[src/rtl/dtw_traceback.sv]
// dtw_traceback
//   Path-code store and traceback walker for the DTW PE array.
//   Codes are written per cell {i,j}. On start, the walker goes backwards from (end_i,end_j)
//   to (0,0) and streams one coordinate per valid/ready handshake.
//   Optional build macro: TB_PATHLEN_EN adds the path_len output (handshake counter).
module dtw_traceback #(
    parameter int IDX_W = 5,
    parameter int N_MAX = (1 << IDX_W)
) (
    input  logic             clk,
    input  logic             nrst,
    input  logic             wr_en,
    input  logic [IDX_W-1:0] wr_i,
    input  logic [IDX_W-1:0] wr_j,
    input  logic [1:0]       wr_path,
    input  logic             start,
    input  logic [IDX_W-1:0] end_i,
    input  logic [IDX_W-1:0] end_j,
    output logic             busy,
    output logic             out_valid,
    input  logic             out_ready,
    output logic [IDX_W-1:0] out_i,
    output logic [IDX_W-1:0] out_j,
    output logic             out_last,
    output logic             done,
    output logic             err
`ifdef TB_PATHLEN_EN
    ,
    output logic [IDX_W+1:0] path_len
`endif
);

    localparam int DEPTH = N_MAX * N_MAX;
    localparam logic [IDX_W-1:0] IDX_ZERO = {IDX_W{1'b0}};
    localparam logic [IDX_W-1:0] IDX_ONE  = {{(IDX_W-1){1'b0}}, 1'b1};

    typedef enum logic [1:0] {
        ST_IDLE  = 2'd0,
        ST_FETCH = 2'd1,
        ST_EMIT  = 2'd2,
        ST_DONE  = 2'd3
    } state_t;

    state_t           state_r;
    state_t           state_s;

    logic [1:0]       mem [0:DEPTH-1];
    logic [1:0]       rd_code_r;
    logic [IDX_W-1:0] cur_i_r;
    logic [IDX_W-1:0] cur_j_r;
    logic             out_valid_r;
    logic             busy_r;
    logic             done_r;
    logic             err_r;

    logic [IDX_W-1:0] next_i_s;
    logic [IDX_W-1:0] next_j_s;
    logic             last_s;
    logic             bad_s;
    logic             hs_s;

`ifdef TB_PATHLEN_EN
    logic [IDX_W+1:0] path_len_r;
`endif

    assign hs_s = out_valid_r & out_ready;

    // Path RAM write port; writes are only taken while the walker is idle.
    always_ff @(posedge clk) begin
        if (wr_en && (state_r == ST_IDLE)) begin
            mem[{wr_i, wr_j}] <= wr_path;
        end
    end

    // Next-cell selection for the current coordinate: edges are forced, interior follows the code.
    always_comb begin
        next_i_s = cur_i_r;
        next_j_s = cur_j_r;
        last_s   = 1'b0;
        bad_s    = 1'b0;
        if ((cur_i_r == IDX_ZERO) && (cur_j_r == IDX_ZERO)) begin
            last_s = 1'b1;
        end else if (cur_i_r == IDX_ZERO) begin
            next_j_s = cur_j_r - IDX_ONE;
        end else if (cur_j_r == IDX_ZERO) begin
            next_i_s = cur_i_r - IDX_ONE;
        end else begin
            case (rd_code_r)
                2'b11: begin
                    next_i_s = cur_i_r - IDX_ONE;
                    next_j_s = cur_j_r - IDX_ONE;
                end
                2'b10: begin
                    next_i_s = cur_i_r - IDX_ONE;
                end
                2'b01: begin
                    next_j_s = cur_j_r - IDX_ONE;
                end
                default: begin
                    bad_s  = 1'b1;
                    last_s = 1'b1;
                end
            endcase
        end
    end

    // Walker state register.
    always_ff @(posedge clk) begin
        if (!nrst) begin
            state_r <= ST_IDLE;
        end else begin
            state_r <= state_s;
        end
    end

    // Walker next-state logic: one RAM fetch per emitted coordinate.
    always_comb begin
        state_s = state_r;
        case (state_r)
            ST_IDLE: begin
                if (start) begin
                    state_s = ST_FETCH;
                end else begin
                    state_s = ST_IDLE;
                end
            end
            ST_FETCH: begin
                state_s = ST_EMIT;
            end
            ST_EMIT: begin
                if (hs_s && last_s) begin
                    state_s = ST_DONE;
                end else if (hs_s) begin
                    state_s = ST_FETCH;
                end else begin
                    state_s = ST_EMIT;
                end
            end
            ST_DONE: begin
                state_s = ST_IDLE;
            end
            default: begin
                state_s = ST_IDLE;
            end
        endcase
    end

    // Datapath registers: coordinate, RAM read data, stream flags and status.
    always_ff @(posedge clk) begin
        if (!nrst) begin
            cur_i_r     <= IDX_ZERO;
            cur_j_r     <= IDX_ZERO;
            rd_code_r   <= 2'b00;
            out_valid_r <= 1'b0;
            busy_r      <= 1'b0;
            done_r      <= 1'b0;
            err_r       <= 1'b0;
        end else begin
            busy_r <= (state_s != ST_IDLE);
            done_r <= 1'b0;
            case (state_r)
                ST_IDLE: begin
                    if (start) begin
                        cur_i_r <= end_i;
                        cur_j_r <= end_j;
                        err_r   <= 1'b0;
                    end
                end
                ST_FETCH: begin
                    rd_code_r   <= mem[{cur_i_r, cur_j_r}];
                    out_valid_r <= 1'b1;
                end
                ST_EMIT: begin
                    if (bad_s) begin
                        err_r <= 1'b1;
                    end
                    if (hs_s) begin
                        out_valid_r <= 1'b0;
                        if (last_s) begin
                            done_r <= 1'b1;
                        end else begin
                            cur_i_r <= next_i_s;
                            cur_j_r <= next_j_s;
                        end
                    end
                end
                default: begin
                    out_valid_r <= 1'b0;
                end
            endcase
        end
    end

`ifdef TB_PATHLEN_EN
    // Path length: cleared on an accepted start, counts every output handshake.
    always_ff @(posedge clk) begin
        if (!nrst) begin
            path_len_r <= {(IDX_W+2){1'b0}};
        end else if ((state_r == ST_IDLE) && start) begin
            path_len_r <= {(IDX_W+2){1'b0}};
        end else if ((state_r == ST_EMIT) && hs_s) begin
            path_len_r <= path_len_r + {{(IDX_W+1){1'b0}}, 1'b1};
        end else begin
            path_len_r <= path_len_r;
        end
    end

    assign path_len = path_len_r;
`endif

    assign busy      = busy_r;
    assign out_valid = out_valid_r;
    assign out_i     = cur_i_r;
    assign out_j     = cur_j_r;
    assign out_last  = out_valid_r & last_s;
    assign done      = done_r;
    assign err       = err_r;

endmodule
[config.mk]
export PLATFORM = sky130hd
export DESIGN_NAME = dtw_traceback
export DESIGN_NICKNAME = d
export VERILOG_FILES = /design/src/rtl/dtw_traceback.sv
export SDC_FILE = /design/constraint.sdc
export NUM_CORES = 2
export LEC_CHECK = 0
export BUFFER_PORTS_ARGS = -buffer_cell sky130_fd_sc_hd__buf_2
export CAP_MARGIN = 20
export CORE_ASPECT_RATIO = 0.5
export CORE_MARGIN = 2
export CORE_UTILIZATION = 50
export CTS_CLUSTER_DIAMETER = 30
export DETAILED_ROUTE_END_ITERATION = 8
export PLACE_DENSITY = 0.61
export SYNTH_ARGS = -nofsm -noshare
export SYNTH_HDL_FRONTEND = slang
export SYNTH_SLANG_ARGS = --single-unit
[constraint.sdc]
create_clock -name clk -period 7.7 [get_ports clk]
set_clock_uncertainty 0.05 [all_clocks]
set_input_delay 0.77 -clock clk [delete_from_list [all_inputs] [get_ports clk]]
set_output_delay 0.77 -clock clk [all_outputs]
set_load 0.03 [all_outputs]
**Word level (Yosys, flattened, before mapping)**

Memories as Yosys holds them, arrays and structs flattened. A register that Yosys moved wholly into a read port is not among the register bits.
Cells that the tools add are included.

- Register bits after elaboration: 16
- Bits in writable memories: 2,048
- Bits of input ports: 27
- Output and inout port bits: 15
- Logic and storage cells: 78
- Memories: 1

Memory list:

| memory | words | bits a word | rd ports | clocked after Yosys merged registers in | write ports | line | RTL |
|---|---|---|---|---|---|---|---|
| mem | 1,024 | 2 | 1 | 1 | 1 | 47 | `logic [1:0] mem [0:DEPTH-1];` |

- $add $sub $neg: 2
- Equal/unequal tests: 15
- Multiplexer cells: 33
- Bitwise operators: 3
- Reductions and logical operators: 17

Operators with widths:

| kind | count |
|---|---|
| 5-bit 2-to-1 mux | 14 |
| 5-bit case mux with 2 select lines | 2 |
| 7-bit AND reduction | 2 |
| 1-bit 2-to-1 mux | 12 |
| 2-bit != test (second input constant) | 6 |
| 5-bit logical NOT | 2 |
| 5-bit by 1-bit subtractor with 5-bit output (second input constant) | 2 |
| 3-bit != test (second input constant) | 3 |
| 2-bit equality test (second input constant) | 4 |
| 2-bit case mux with 4 select lines | 1 |
| 3-bit AND reduction | 2 |
| 2-bit by 1-bit equality test with 1-bit output (second input constant) | 2 |
| 2-bit 2-to-1 mux | 2 |
| 2-bit nonzero test | 2 |
| 2-bit OR reduction | 2 |
| 1-bit logical AND | 3 |
| 1-bit case mux with 3 select lines | 1 |
| 3-bit OR reduction | 1 |
| 1-bit AND | 2 |
| 2-bit logical NOT | 1 |
| 1-bit case mux with 2 select lines | 1 |
| 2-bit AND reduction | 1 |
| 1-bit logical NOT | 1 |
| 1-bit inverter | 1 |

**Depth between registers and ports, before layout**

- Depth after elaboration: 10
- Depth in mapped cells: 14
- Depth with buffers taken out: 8

**Worst setup path before layout**

OpenSTA, ideal clock, no wires.

- Kind: register to output
- Start: register cur_j_r[0], in the netlist out_j[0]
- End: output out_last
- Arrival: 2,853 ps
- Data required time: 6,880 ps
- Slack: 4,027 ps
- Cell stages (with the launch flop): 13
- Buffers on the path: 6
- Path through: dfxtp_1 buf_6 buf_6 buf_4 buf_6 buf_4 inv_2 buf_2 ha_1 a21oi_1 nor3b_1 a31oi_1 nor2b_1

- Word-level cells in the longest chain between the ends: 5
- Elaborated cells on any way between the ends: 6
- Classes of those cells: 3 x mux; 1 x bitwise; 2 x reduce/logical

Ends and longest elaborated chain:

| element | line | RTL |
|---|---|---|
| from (decl) | 50 | `logic [IDX_W-1:0] cur_j_r;` |
| from (signal assigned) | 165 | `cur_j_r <= end_j;` |
| from (signal assigned) | 183 | `cur_j_r <= next_j_s;` |
| 5-bit logical NOT * | 81, 85 |  |
| 1-bit 2-to-1 mux | 85 | `end else if (cur_j_r == IDX_ZERO) begin` |
| 1-bit 2-to-1 mux | 83 | `end else if (cur_i_r == IDX_ZERO) begin` |
| 1-bit 2-to-1 mux * | 81 | `if ((cur_i_r == IDX_ZERO) && (cur_j_r == IDX_ZERO)) begin` |
| 1-bit AND * | 215 | `assign out_last = out_valid_r & last_s;` |
| to (decl) | 24 | `output logic out_last,` |

Every way passes the cells marked *; elsewhere a longest branch is shown, timed or not.

**Worst setup path after layout**

- Start: register cur_j_r[3], in the netlist out_j[3]
- End: output out_last

The elaborated chain is that of the path after synthesis.

==> results by group <==
Global route
  • Vias in the first global route: about 48000
  • First-pass GRT wire length: approximately 360 mm
  • Global route overflow: 0
  • Initial antenna violation count: 19
  • Largest net degree at the start of global routing: approximately 230
  • All-Layer GR Usage: between 20 and 30%

Die
  • Cell Rows: between 100 and 150
  • Die area: around 170000 um^2
  • Die Y: between 200 and 300 um
  • I/O Pins: 42
  • Core area: about 170000 um^2
  • Die Width: 584 um
  • Initial core utilization: about 50%

Clock tree
  • Clock H-tree levels: 5
  • Post-CTS resize count: 0
  • Root Driver: clkbuf_16
  • Setup Buffers After CTS: 0
  • CTS Buf Count: between 200 and 300
  • CTS Hold Buffers Added: 0
  • Worst-Skew Late Latency: between 0.8 and 0.9 ns
  • CTS tree: yes
  • # clock sinks: a little over 2000
  • Worst-path clk slew: 0.05 ns
  • CTS Buffer Depth: 4

Placement
  • GPL Wtd Cong: approximately 0.87
  • Post-DP HPWL: approximately 140 mm
  • Buffers on Ports: slightly above 40

Timing
  • RSZ-0062 raised after global routing: false
  • Period minus WS final: roughly 4.7 ns
  • Headroom to the max-slew limit: roughly 2.7%
  • Maximum clock rate: ~210 MHz
  • Worst-margin pin slew: 1.46 ns
  • Setup-failing EPs final: 0
  • Crit share post-route: between 60% and 70%
  • Final hold vios: 0
  • Max-slew violation count: 0
  • Sum of negative setup slack: 0 ns

Layout
  • FF/Latch Area: 61900 um^2
  • Most common cell after layout, fill and taps aside: edfxtp_1
  • Commonest non-fill, non-tap cells in the layout: 2048 x edfxtp_1, 1067 x nor2_1, 486 x mux4_2
  • Layout cells sized above 1: 23.5%
  • Filler cells: 12403
  • Area grow syn2layout: 15.0%
  • Nets: slightly below 5000
  • Multi-input gate area: a little over 20000 um^2

Critical path
  • Buf+Inv Stages, Crit Path: 2
  • CP Cell Sequence: buf_4 -> or2_2 -> nor2_1 -> a21oi_1 -> nor3b_1 -> a31oi_1 -> nor2b_1 -> buf_2
  • Crit-path leading delay family: simple AND/OR/NAND/NOR gates
  • Crit. End Element: output port
  • Startpoint types: register
  • Arrival @ worst endpoint: roughly 3.9 ns
  • WP data required: roughly 6.9 ns
  • Kind of critical path: reg -> out
  • Worst path slowest cell: dfxtp_4
  • Largest stage delay on the critical path: a little over 0.8 ns
  • CP Max Fanout: 31

Synthesis
  • EDFF count, synth: 2048
  • Cells after Synth: 4872
  • Seq/Total Area, Yosys: between 70% and 80%
  • Synth Flop Type: edfxtp_1
  • Mean Syn Cell Area: 17.3 um^2
  • YS warnings: 0
  • Yosys cell types: between 60 and 70
  • Cell Area, Synth: approximately 84000 um^2
  • Seq cells post-synth: ~2100
  • Post-synth net total: approximately 4900
  • Post-synthesis async set-or-reset flop share: 0%

Routing
  • DRT iter0 DRCs: 8783
  • DR vias: about 50000
  • Drt drc: 0
  • Antenna violation net count after detailed routing: 0
  • Final WL: around 260 mm
  • Drt first pass iters: 6
  • Drt wl/cell: 34.3 um
  • Post-DR vias/cell: ~6.5

Power and ir drop
  • Lkg Pwr: between 20 and 30 nW
  • Post-layout total power: 0.0276 W
  • VDD IR max: approximately 0.00017 V
  • Power Density: 285 nW/um^2

Worst hold path
  • Hold Crit Class: in -> reg

Status
  • Status: finished clean

Flow run
  • Number of max-cap violations: 0
## cell families (layout without fill, tap and decap cells)
| logic type | count (synthesis) | after routing | synth area share [%] |
|---|---|---|---|
| other cells | 0 | 4 | 0 |
| mux | 614 | 614 | 14.5 |
| compound gates | 351 | 351 | 2.91 |
| buf+inv | 411 | 700 | 2.17 |
| simple gates | 1426 | 1426 | 6.87 |
| fa+ha+maj | 4 | 4 | 0.0594 |
| flops | 2066 | 2066 | 73.5 |
## per-stage QoR
| stage | worst slack (ns) | hold WS [ns] | util, % | instance area (um^2) | instances |
|---|---|---|---|---|---|
| global placement | 3.12 | 0.430 | 51.9 | 86800 | 6905 |
| detailed placement | 3.18 | 0.452 | 52.1 | 87200 | 6921 |
| CTS | 3.05 | 0.158 | 57.8 | 96600 | 7421 |
| finish | 3.03 | 0.186 | 57.9 | 96800 | 7433 |
| global route | 2.97 | 0.187 | 57.9 | 96800 | 7429 |
| floorplan | 4.03 | 0.514 | - | 84200 | 4872 |
## tightest hold or removal path: cells and delay by family
| family | cells | cell delay [ns] |
|---|---|---|
| buffers and inverters | 1 | 0.12 |
| and+or+nand+nor | 2 | 0.12 |
## per-layer routing
layer | vias up | GRT usage (%) | share of wire [%]
li1 | 19322 | - | -
met1 | 25470 | 44.0 | 39
met2 | 3339 | 43.9 | 45
met3 | 521 | 7.13 | 13
met4 | 6 | 8.61 | 3.2
met5 | - | 0 | 0.016
## sequential cells by signal (all words and copies together), names as in the netlist
signal / flops
out_j: 5
out_valid: 1
state_r: 2
err: 1
mem: 2048
busy: 1
done: 1
rd_code_r: 2
out_i: 5
## cell type report
class | instances | share of cell area (%)
diodes | 4 | 0.0103
clock buffers | 313 | 7.50
clock inverters | 187 | 2.23
inverters | 9 | 0.0375
multi-input cells | 2395 | 21.4
flip-flops and latches | 2066 | 63.9
well taps | 2268 | 2.93
repair buffers | 191 | 2.01
## cells in the mapped netlist (12+ instances only)
cell | instances | area, um^2
buf_2 | 59 | 295
o221ai_1 | 12 | 105
nand3_1 | 59 | 295
edfxtp_1 | 2048 | 61500
buf_1 | 51 | 191
dfxtp_1 | 18 | 360
a221oi_1 | 14 | 123
nor2b_1 | 21 | 131
o21ai_0 | 40 | 200
a21oi_1 | 54 | 270
nor3b_1 | 12 | 90.1
mux2i_1 | 118 | 1180
mux4_2 | 486 | 10900
a211oi_1 | 17 | 128
a22oi_1 | 82 | 616
o22ai_1 | 44 | 275
nand2_1 | 163 | 612
nand4_1 | 16 | 100
a22o_1 | 13 | 114
nor2_1 | 1069 | 4010
a31oi_1 | 16 | 100
buf_4 | 38 | 285
nor3_1 | 25 | 125
clkbuf_1 | 245 | 920
## where the power goes
group          internal [W]  switching (W)
Clock               0.00795        0.00516
Combinational      0.000719        0.00137
Sequential           0.0124      0.0000690
Total                0.0210        0.00660
## final timing paths
check / startpoint / end / slack [ns] / cells after the start
max: out_j[3] / out_last / 3.03 / 8
min: out_ready / done / 0.19 / 3
max reg2reg: out_j[0] / rd_code_r[1] / 3.03 / 9
min reg2reg: out_valid / done / 0.47 / 2
Power figures use the tool's default switching activity.
